===== src/rtl/usb_pkg.sv =====
// Shared definitions for the USB transmit arbiter.
//   state_e         : one-hot FSM encoding (S_IDLE, S_HDR, S_DATA)
//   HDR_SYNC_BYTE   : default sync byte carried in the header beat
//   HDR_*_LSB/_W    : bit positions of the header fields inside the beat
//   GRANT_W         : width of channel indices (covers up to 8 channels)
package usb_pkg;

    typedef enum logic [2:0] {
        S_IDLE = 3'b001,
        S_HDR  = 3'b010,
        S_DATA = 3'b100
    } state_e;

    localparam logic [7:0]  HDR_SYNC_BYTE = 8'hA5;

    localparam int unsigned HDR_CH_LSB   = 0;
    localparam int unsigned HDR_CH_W     = 8;
    localparam int unsigned HDR_SYNC_LSB = 8;
    localparam int unsigned HDR_SYNC_W   = 8;

    localparam int unsigned GRANT_W = 3;

endpackage


===== src/rtl/usb_tx_arbiter_if.sv =====
// AXI-Stream bundle around the transmit arbiter.
//   s_axis_* : NUM_CH packed requester streams, channel 0 in the LSBs
//   m_axis_* : merged stream towards the FT60x FIFO controller
// Modports:
//   master : the arbiter (consumes s_axis, drives m_axis)
//   slave  : the surrounding logic (drives s_axis, consumes m_axis)
interface usb_tx_arbiter_if #(
    parameter int unsigned NUM_CH         = 4,
    parameter int unsigned FIFO_BUS_WIDTH = 2
);

    localparam int unsigned DW = FIFO_BUS_WIDTH * 8;

    logic [NUM_CH*DW-1:0]             s_axis_tdata;
    logic [NUM_CH*FIFO_BUS_WIDTH-1:0] s_axis_tkeep;
    logic [NUM_CH*FIFO_BUS_WIDTH-1:0] s_axis_tstrb;
    logic [NUM_CH-1:0]                s_axis_tlast;
    logic [NUM_CH-1:0]                s_axis_tvalid;
    logic [NUM_CH-1:0]                s_axis_tready;

    logic [DW-1:0]                    m_axis_tdata;
    logic [FIFO_BUS_WIDTH-1:0]        m_axis_tkeep;
    logic [FIFO_BUS_WIDTH-1:0]        m_axis_tstrb;
    logic                             m_axis_tlast;
    logic                             m_axis_tvalid;
    logic                             m_axis_tready;

    modport master (
        input  s_axis_tdata, s_axis_tkeep, s_axis_tstrb, s_axis_tlast, s_axis_tvalid,
        output s_axis_tready,
        output m_axis_tdata, m_axis_tkeep, m_axis_tstrb, m_axis_tlast, m_axis_tvalid,
        input  m_axis_tready
    );

    modport slave (
        output s_axis_tdata, s_axis_tkeep, s_axis_tstrb, s_axis_tlast, s_axis_tvalid,
        input  s_axis_tready,
        input  m_axis_tdata, m_axis_tkeep, m_axis_tstrb, m_axis_tlast, m_axis_tvalid,
        output m_axis_tready
    );

endinterface


===== src/rtl/usb_rr_arbiter.sv =====
// Combinational round-robin priority encoder.
//   req_i        : request vector, one bit per channel
//   last_grant_i : channel granted most recently; search starts just above it
//   grant_o      : first requesting channel found, wrapping modulo NUM_CH
//   any_req_o    : at least one request is present
module usb_rr_arbiter import usb_pkg::*; #(
    parameter int unsigned NUM_CH = 4
) (
    input  logic [NUM_CH-1:0]  req_i,
    input  logic [GRANT_W-1:0] last_grant_i,
    output logic [GRANT_W-1:0] grant_o,
    output logic               any_req_o
);

    int unsigned idx;
    logic        found;

    always_comb begin
        grant_o = '0;
        found   = 1'b0;
        idx     = 0;
        // Offsets 1..NUM_CH visit every channel once, ending at last_grant itself.
        for (int unsigned i = 1; i <= NUM_CH; i++) begin
            idx = (32'(last_grant_i) + i) % NUM_CH;
            for (int unsigned c = 0; c < NUM_CH; c++) begin
                if (!found && (c == idx) && req_i[c]) begin
                    found   = 1'b1;
                    grant_o = GRANT_W'(c);
                end
            end
        end
    end

    assign any_req_o = |req_i;

endmodule


===== src/rtl/usb_tx_arbiter.sv =====
// Merges NUM_CH AXI-Stream packet sources into one stream for the FT60x
// 245-FIFO controller. Each packet is preceded by a header beat carrying the
// sync byte and the granted channel index; channels are served round-robin.
//   usb_clk, rst_usbclk : clock and synchronous active-high reset
//   ch_en               : per-channel enable, masks new grants only
//   axis                : requester and merged streams (master modport)
//   busy                : FSM outside S_IDLE
//   grant_ch            : current or most recent granted channel
//   pkt_cnt             : completed packets, wrapping
module usb_tx_arbiter import usb_pkg::*; #(
    parameter int unsigned NUM_CH         = 4,
    parameter int unsigned FIFO_BUS_WIDTH = 2,
    parameter logic [7:0]  HDR_SYNC       = HDR_SYNC_BYTE
) (
    input  logic               usb_clk,
    input  logic               rst_usbclk,
    input  logic [NUM_CH-1:0]  ch_en,
    usb_tx_arbiter_if.master   axis,
    output logic               busy,
    output logic [GRANT_W-1:0] grant_ch,
    output logic [31:0]        pkt_cnt
);

    localparam int unsigned DW = FIFO_BUS_WIDTH * 8;
    localparam int unsigned KW = FIFO_BUS_WIDTH;

    state_e             state_q, state_d;
    logic [GRANT_W-1:0] last_grant_q, last_grant_d;
    logic [GRANT_W-1:0] grant_ch_q, grant_ch_d;
    logic [31:0]        pkt_cnt_q, pkt_cnt_d;

    logic [NUM_CH-1:0]  req;
    logic [GRANT_W-1:0] arb_grant;
    logic               any_req;

    logic [DW-1:0]      sel_data;
    logic [KW-1:0]      sel_keep;
    logic [KW-1:0]      sel_strb;
    logic               sel_last;
    logic               sel_valid;

    assign req = axis.s_axis_tvalid & ch_en;

    usb_rr_arbiter #(
        .NUM_CH (NUM_CH)
    ) u_rr_arbiter (
        .req_i        (req),
        .last_grant_i (last_grant_q),
        .grant_o      (arb_grant),
        .any_req_o    (any_req)
    );

    // Mux of the granted channel's stream.
    always_comb begin
        sel_data  = '0;
        sel_keep  = '0;
        sel_strb  = '0;
        sel_last  = 1'b0;
        sel_valid = 1'b0;
        for (int unsigned c = 0; c < NUM_CH; c++) begin
            if (grant_ch_q == GRANT_W'(c)) begin
                sel_data  = axis.s_axis_tdata[c*DW +: DW];
                sel_keep  = axis.s_axis_tkeep[c*KW +: KW];
                sel_strb  = axis.s_axis_tstrb[c*KW +: KW];
                sel_last  = axis.s_axis_tlast[c];
                sel_valid = axis.s_axis_tvalid[c];
            end
        end
    end

    // Output stream and source readiness.
    always_comb begin
        axis.m_axis_tdata  = '0;
        axis.m_axis_tkeep  = '0;
        axis.m_axis_tstrb  = '0;
        axis.m_axis_tlast  = 1'b0;
        axis.m_axis_tvalid = 1'b0;
        axis.s_axis_tready = '0;
        unique case (state_q)
            S_IDLE: ;
            S_HDR: begin
                axis.m_axis_tvalid = 1'b1;
                axis.m_axis_tkeep  = '1;
                axis.m_axis_tstrb  = '1;
                axis.m_axis_tdata[HDR_SYNC_LSB +: HDR_SYNC_W] = HDR_SYNC;
                axis.m_axis_tdata[HDR_CH_LSB +: HDR_CH_W]     = HDR_CH_W'(grant_ch_q);
            end
            S_DATA: begin
                axis.m_axis_tdata  = sel_data;
                axis.m_axis_tkeep  = sel_keep;
                axis.m_axis_tstrb  = sel_strb;
                axis.m_axis_tlast  = sel_last;
                axis.m_axis_tvalid = sel_valid;
                for (int unsigned c = 0; c < NUM_CH; c++) begin
                    axis.s_axis_tready[c] = (grant_ch_q == GRANT_W'(c)) & axis.m_axis_tready;
                end
            end
            default: ;
        endcase
    end

    // Next-state logic.
    always_comb begin
        state_d      = state_q;
        last_grant_d = last_grant_q;
        grant_ch_d   = grant_ch_q;
        pkt_cnt_d    = pkt_cnt_q;
        unique case (state_q)
            S_IDLE: begin
                if (any_req) begin
                    grant_ch_d = arb_grant;
                    state_d    = S_HDR;
                end
            end
            S_HDR: begin
                if (axis.m_axis_tready) begin
                    state_d = S_DATA;
                end
            end
            S_DATA: begin
                if (sel_valid && axis.m_axis_tready && sel_last) begin
                    state_d      = S_IDLE;
                    last_grant_d = grant_ch_q;
                    pkt_cnt_d    = pkt_cnt_q + 32'd1;
                end
            end
            default: state_d = S_IDLE;
        endcase
    end

    always_ff @(posedge usb_clk) begin
        if (rst_usbclk) begin
            state_q      <= S_IDLE;
            // NUM_CH-1 so the first search starts at channel 0.
            last_grant_q <= GRANT_W'(NUM_CH - 1);
            grant_ch_q   <= '0;
            pkt_cnt_q    <= '0;
        end else begin
            state_q      <= state_d;
            last_grant_q <= last_grant_d;
            grant_ch_q   <= grant_ch_d;
            pkt_cnt_q    <= pkt_cnt_d;
        end
    end

    assign busy     = (state_q != S_IDLE);
    assign grant_ch = grant_ch_q;
    assign pkt_cnt  = pkt_cnt_q;

endmodule


===== src/flat_wrapper.sv =====
// flat-port wrapper written by rule: the top's interface ports become plain ports
module usb_tx_arbiter_flat import usb_pkg::*;
#(
    parameter int unsigned NUM_CH         = 4,
    parameter int unsigned FIFO_BUS_WIDTH = 2,
    parameter logic [7:0]  HDR_SYNC       = HDR_SYNC_BYTE
)
  (usb_clk, rst_usbclk, ch_en, busy, grant_ch, pkt_cnt, axis_s_axis_tdata, axis_s_axis_tkeep, axis_s_axis_tstrb, axis_s_axis_tlast, axis_s_axis_tvalid, axis_s_axis_tready, axis_m_axis_tdata, axis_m_axis_tkeep, axis_m_axis_tstrb, axis_m_axis_tlast, axis_m_axis_tvalid, axis_m_axis_tready);
  usb_tx_arbiter_if #(.NUM_CH(NUM_CH), .FIFO_BUS_WIDTH(FIFO_BUS_WIDTH)) axis_i ();
  input  logic usb_clk;
  input  logic rst_usbclk;
  input  logic [NUM_CH-1:0] ch_en;
  output logic busy;
  output logic [GRANT_W-1:0] grant_ch;
  output logic [31:0] pkt_cnt;
  input wire logic [$bits(axis_i.s_axis_tdata)-1:0] axis_s_axis_tdata;
  input wire logic [$bits(axis_i.s_axis_tkeep)-1:0] axis_s_axis_tkeep;
  input wire logic [$bits(axis_i.s_axis_tstrb)-1:0] axis_s_axis_tstrb;
  input wire logic [$bits(axis_i.s_axis_tlast)-1:0] axis_s_axis_tlast;
  input wire logic [$bits(axis_i.s_axis_tvalid)-1:0] axis_s_axis_tvalid;
  output wire logic [$bits(axis_i.s_axis_tready)-1:0] axis_s_axis_tready;
  output wire logic [$bits(axis_i.m_axis_tdata)-1:0] axis_m_axis_tdata;
  output wire logic [$bits(axis_i.m_axis_tkeep)-1:0] axis_m_axis_tkeep;
  output wire logic [$bits(axis_i.m_axis_tstrb)-1:0] axis_m_axis_tstrb;
  output wire logic [$bits(axis_i.m_axis_tlast)-1:0] axis_m_axis_tlast;
  output wire logic [$bits(axis_i.m_axis_tvalid)-1:0] axis_m_axis_tvalid;
  input wire logic [$bits(axis_i.m_axis_tready)-1:0] axis_m_axis_tready;
  assign axis_i.s_axis_tdata = axis_s_axis_tdata;
  assign axis_i.s_axis_tkeep = axis_s_axis_tkeep;
  assign axis_i.s_axis_tstrb = axis_s_axis_tstrb;
  assign axis_i.s_axis_tlast = axis_s_axis_tlast;
  assign axis_i.s_axis_tvalid = axis_s_axis_tvalid;
  assign axis_s_axis_tready = axis_i.s_axis_tready;
  assign axis_m_axis_tdata = axis_i.m_axis_tdata;
  assign axis_m_axis_tkeep = axis_i.m_axis_tkeep;
  assign axis_m_axis_tstrb = axis_i.m_axis_tstrb;
  assign axis_m_axis_tlast = axis_i.m_axis_tlast;
  assign axis_m_axis_tvalid = axis_i.m_axis_tvalid;
  assign axis_i.m_axis_tready = axis_m_axis_tready;
  usb_tx_arbiter #(.NUM_CH(NUM_CH), .FIFO_BUS_WIDTH(FIFO_BUS_WIDTH), .HDR_SYNC(HDR_SYNC)) u_core (.usb_clk(usb_clk), .rst_usbclk(rst_usbclk), .ch_en(ch_en), .axis(axis_i), .busy(busy), .grant_ch(grant_ch), .pkt_cnt(pkt_cnt));
endmodule

===== config.mk =====
export PLATFORM = sky130hd
export DESIGN_NAME = usb_tx_arbiter_flat
export DESIGN_NICKNAME = d
export VERILOG_FILES = /design/src/rtl/usb_pkg.sv /design/src/rtl/usb_tx_arbiter_if.sv /design/src/rtl/usb_rr_arbiter.sv /design/src/rtl/usb_tx_arbiter.sv /design/src/flat_wrapper.sv
export SDC_FILE = /design/constraint.sdc
export NUM_CORES = 1
export LEC_CHECK = 0
export CAP_MARGIN = 30
export CORE_UTILIZATION = 40
export CTS_BUF_LIST = sky130_fd_sc_hd__clkbuf_2 sky130_fd_sc_hd__clkbuf_4 sky130_fd_sc_hd__clkbuf_8
export DETAILED_ROUTE_END_ITERATION = 10
export GPL_TIMING_DRIVEN = 0
export PLACE_DENSITY_LB_ADDON = 0.1
export SETUP_SLACK_MARGIN = 0.05
export SLEW_MARGIN = 0
export SYNTH_ARGS = -nofsm -noshare
export SYNTH_HDL_FRONTEND = slang
export SYNTH_HIERARCHICAL = 1
export SYNTH_SLANG_ARGS = --single-unit
export TNS_END_PERCENT = 1

===== constraint.sdc =====
create_clock -name usb_clk -period 2.46 [get_ports usb_clk]
set_input_delay 0.615 -clock usb_clk [delete_from_list [all_inputs] [get_ports usb_clk]]
set_output_delay 0.615 -clock usb_clk [all_outputs]
set_load 0.05 [all_outputs]

== Word level (Yosys, flattened, before mapping) ==
Index checks and enable logic that the tools add are counted.

* Flip-flop bits (word level): 40
* Latch bits: 0
* Bits in writable memories: 0
* Bits in read-only memories: 0
* Input port bits: 95
* Output and inout bits: 62
* Logic and storage cells: 153
* Memories: 0

* $add $sub $neg: 5
* Multiply operators: 0
* Divide/modulo/power cells: 0
* Magnitude comparators: 0
* Eq/ne operators: 22
* Shifts and indexed selects: 0
* Muxes and demuxes: 60
* Bitwise gates (word level): 5
* Reduce and logical (&&, ||, !) cells: 57

{| class="wikitable"
|+ Operators by type and width
! cell !! number
|-
| $logic_not 32->1 || 4
|-
| $mux 16 || 4
|-
| $mux 3 || 17
|-
| $logic_and 1x1->1 || 33
|-
| $add 32x1->32 const B || 1
|-
| $pmux 16 s2 || 1
|-
| $mux 1 || 25
|-
| $eq 2x2->1 const A || 8
|-
| $mux 2 || 8
|-
| $logic_not 1->1 || 15
|-
| $eq 3x2->1 const B || 3
|-
| $pmux 3 s3 || 1
|-
| $eq 1x2->1 const A || 4
|-
| $pmux 2 s2 || 2
|-
| $eq 3x1->1 const B || 2
|-
| $add 2x1->2 const B || 2
|-
| $add 2x2->2 const B || 2
|-
| $and 1x1->1 || 4
|-
| $and 4x4->4 || 1
|-
| $mux 4 || 1
|-
| $ne 2x1->1 const B || 2
|-
| $reduce_and 2->1 || 2
|-
| $reduce_or 4->1 || 1
|-
| $eq 3x3->1 const B || 1
|-
| 5 further kinds || 5
|}

== Depth between registers and ports, before layout ==
* Depth in word-level cells: 64
* Depth in mapped cells: 9
* Depth with buffers taken out: 6

== By module ==
Netlist, hierarchy kept.

{| class="wikitable"
|+ Modules (own cells, without submodules)
! module !! times used !! cells an instance !! area each (um^2) !! seq. area each (um^2)
|-
| usb_tx_arbiter || 1 || 344 || 2682.6 || 820.8
|-
| usb_rr_arbiter || 1 || 13 || 76.3 || 0.0
|}

== Worst setup path before layout ==
OpenSTA, ideal clock, no wires.

* Kind: reg-to-output
* Start: register u_core.grant_ch_q[1] (netlist: u_core/grant_ch[1])
* End: output port axis_s_axis_tready[2]
* Arrival: 2.874 ns
* Data required time: 1.845 ns
* Slack: -1.029 ns
* Stages on the path, launching flop included: 4
* Buffers on the path: 2
* Path through: dfxtp_1 -> buf_4 -> clkbuf_1 -> nor4b_1

* Cells in the longest elaborated chain, start to end: 3

{| class="wikitable"
|+ Ends and longest elaborated chain
! element !! RTL line !! source
|-
| start: declaration || usb_tx_arbiter.sv:29 || <nowiki>logic [GRANT_W-1:0] grant_ch_q, grant_ch_d;</nowiki>
|-
| start signal: assignment || usb_tx_arbiter.sv:141 || <nowiki>grant_ch_q <= grant_ch_d;</nowiki>
|-
| $eq 3x2->1 || usb_tx_arbiter.sv:95 || <nowiki>axis.s_axis_tready[c] = (grant_ch_q == GRANT_W'(c)) & axis.m_axis_tready;</nowiki>
|-
| $and 1x1->1 || usb_tx_arbiter.sv:95 ||
|-
| $mux 4 || usb_tx_arbiter.sv:79 || <nowiki>unique case (state_q)</nowiki>
|-
| end: declaration || flat_wrapper.sv:21 || <nowiki>output wire logic [$bits(axis_i.s_axis_tready)-1:0] axis_s_axis_tready;</nowiki>
|}

No other way between the ends.

== Worst setup path after layout ==
* Start: input port axis_s_axis_tdata[28]
* End: output port axis_m_axis_tdata[12]

* Cells in the longest elaborated chain, start to end: 4

{| class="wikitable"
|+ Ends and longest elaborated chain
! element !! RTL line !! source
|-
| start: declaration || flat_wrapper.sv:16 || <nowiki>input wire logic [$bits(axis_i.s_axis_tdata)-1:0] axis_s_axis_tdata;</nowiki>
|-
| $mux 16 (3 in series) || usb_tx_arbiter.sv:61 || <nowiki>if (grant_ch_q == GRANT_W'(c)) begin</nowiki>
|-
| $pmux 16 s2 || usb_tx_arbiter.sv:79 ||
|-
| end: declaration || flat_wrapper.sv:22 || <nowiki>output wire logic [$bits(axis_i.m_axis_tdata)-1:0] axis_m_axis_tdata;</nowiki>
|}

No other way between the ends.

==> flow_metrics.tcl <==
set metrics [dict create \
    finalSetupViolations 0 \
    fin_cells 598 \
    nNetsFinal 616 \
    grt_usage 0.280 \
    max_cap_viol_count 0 \
    yosysWarnings 6 \
    antenna_left 0 \
    grt_pass1_wl_mm 16.2 \
    slew_viol_final 0 \
    worstPathMaxFanout 1 \
    drcViolationCount 1 \
    cts_tree "yes" \
    synth_nets 451 \
    hold_buffers 0 \
    cp_slowest_stage_delay_ps 470 \
    syn-instance-count 355 \
    cts_max_path_buffers 2 \
    worst_slew_pin_slew_ps 591 \
    hold_path_class "reg -> reg" \
    syn_avg_cell_area_um2 7.70 \
    setup.worst_path.end_class "output port" \
    die_w_um 84.7 \
    dpl.cell_count 588 \
    cts.sinks 40 \
    port_buffers 156 \
    drt_iter0_drc 198 \
    crit_family "buffers and inverters" \
    leakagePower_nw 1.75 \
    start_util 0.423 \
    power.density_nw_per_um2 366 \
    io_pins 157 \
    core_area_um2 6460 \
    gr-total-overflow 0 \
    wl_per_cell_um 17.5 \
    cp_slowest_cell "mux4_2" \
    vias 3460 \
    netlist_area_um2 2730 \
    drive_gt1_frac 0.282 \
    path_clk_slew_ps 70 \
    cts-buffers-inserted 5 \
    dieHeight_um 84.7 \
    syn2layout_area_growth_pct 84.8 \
    finalHoldViolCount 0 \
    fin_util 0.782 \
    fmax_mhz 407 \
    gp_congestion 0.854 \
    num_rows 29 \
    violations "DRC" \
    ir_drop_mv 0.215 \
    grt_pass1_vias 3395 \
    fill_cells 432 \
    crit_arrival_ps 1840 \
    antenna_found_initial 0 \
    clockRootBuffer "clkbuf_8" \
    htreeDepth 2 \
    dp_hpwl_mm 7.70 \
    wl_mm 10.5 \
    rsz0062_at_grt "true" \
    grt_max_degree 13 \
    cp_cell_sequence "clkdlybuf4s50_1 -> mux4_2 -> and3_4 -> buf_6" \
    insertedDiodeCount 0 \
    vias_per_cell 5.79 \
    cp-start-kind "input pin" \
    die_area_um2 7170 \
    finalCritPeriodShare 1.00 \
    outcome "finished, violations left" \
    slew_headroom 0.605 \
    cp.buffers_inverters 2 \
    crit_type "in -> out" \
    skew_ps 6.05 \
    period_needed_ps 2460 \
    required_ps 1850 \
    dr.pass1.iters 7 \
    clk_latency_ps 290 \
]
==> per-stage QoR <==
stage / setup TNS (ps) / total power, W / hold slack (ps) / cell area, um2 / worst slack (ps)
after floorplan: -531 / 0.000985 / 502 / 2950 / -62.3
after detailed placement: -22150 / 0.00122 / 497 / 4610 / -789
after global routing: -92.0 / 0.00192 / 531 / 5050 / -42.3
after CTS: -270 / 0.00181 / 508 / 4840 / -72.7
after global placement: -21330 / 0.00122 / 465 / 4610 / -784
final: 0 / 0.00185 / 505 / 5050 / 1.04
==> sequential cells by signal, indices dropped and copies added, names as in the netlist <==
register and count:
u_core/state_q 3, u_core/last_grant_q 2, u_core/grant_ch 3, u_core/pkt_cnt 32
==> layer usage <==
metal  share of wire  GRT usage
met2            0.53      0.522
met5               0          0
met3           0.065     0.0678
met1            0.38      0.313
met4           0.023     0.0847
==> worst min-delay path, delay by kind of cell, from the launching register on <==
| family | cells | cell delay (ps) |
|---|---|---|
| AOI/OAI and AO/OA | 2 | 130 |
| DFF | 1 | 330 |
==> final timing paths <==
check / start / to / slack (ps) / cells past startpoint
min: u_core/pkt_cnt[16] / u_core/pkt_cnt[16] / 500 / 2
max: axis_s_axis_tdata[28] / axis_m_axis_tdata[12] / 1 / 4
min reg2reg: u_core/pkt_cnt[16] / u_core/pkt_cnt[16] / 500 / 2
max reg2reg: u_core/grant_ch[1] / u_core/pkt_cnt[1] / 200 / 10
==> cells in the final DEF, fill, tap and decap left out, types with 9 or more instances in the layout <==
| cell type | n |
|---|---|
| mux2_2 | 19 |
| nand3_1 | 11 |
| clkdlybuf4s50_1 | 125 |
| nand4_1 | 11 |
| buf_4 | 25 |
| or3_1 | 18 |
| a21oi_1 | 30 |
| nand2_1 | 21 |
| nor2_1 | 19 |
| o22ai_2 | 12 |
| nor2_4 | 9 |
| o21ai_2 | 14 |
| o21ai_0 | 22 |
| o21ai_4 | 9 |
| buf_6 | 16 |
| dfxtp_1 | 39 |
==> cell type report <==
cell class | instances | area (um2) | share of cell area
multi-input cells | 284 | 2220 | 0.440
repair buffers | 160 | 1570 | 0.311
flip-flops and latches | 40 | 805 | 0.159
plain buffers | 24 | 229 | 0.0453
well taps | 77 | 96.3 | 0.0191
clock buffers | 6 | 76.3 | 0.0151
clock inverters | 2 | 35.0 | 0.00694
inverters | 5 | 18.8 | 0.00372
==> repair_timing <==
action                                 4_1_cts  5_1_grt
setup buffers                                2        2
setup endpoints to repair                   30       30
endpoints found under the hold margin        0        0
pin swaps                                    2        3
resized for setup                          220       61
gates cloned                                 0        0
==> power breakdown <==
part           total (W)  switching [W]  internal, W  leakage [nW]
sequential      0.000671      0.0000142     0.000656         0.324
clock           0.000534       0.000222     0.000312        0.0586
combinational   0.000642       0.000315     0.000327          1.36
No activity file was read; power rests on OpenSTA's default activity.
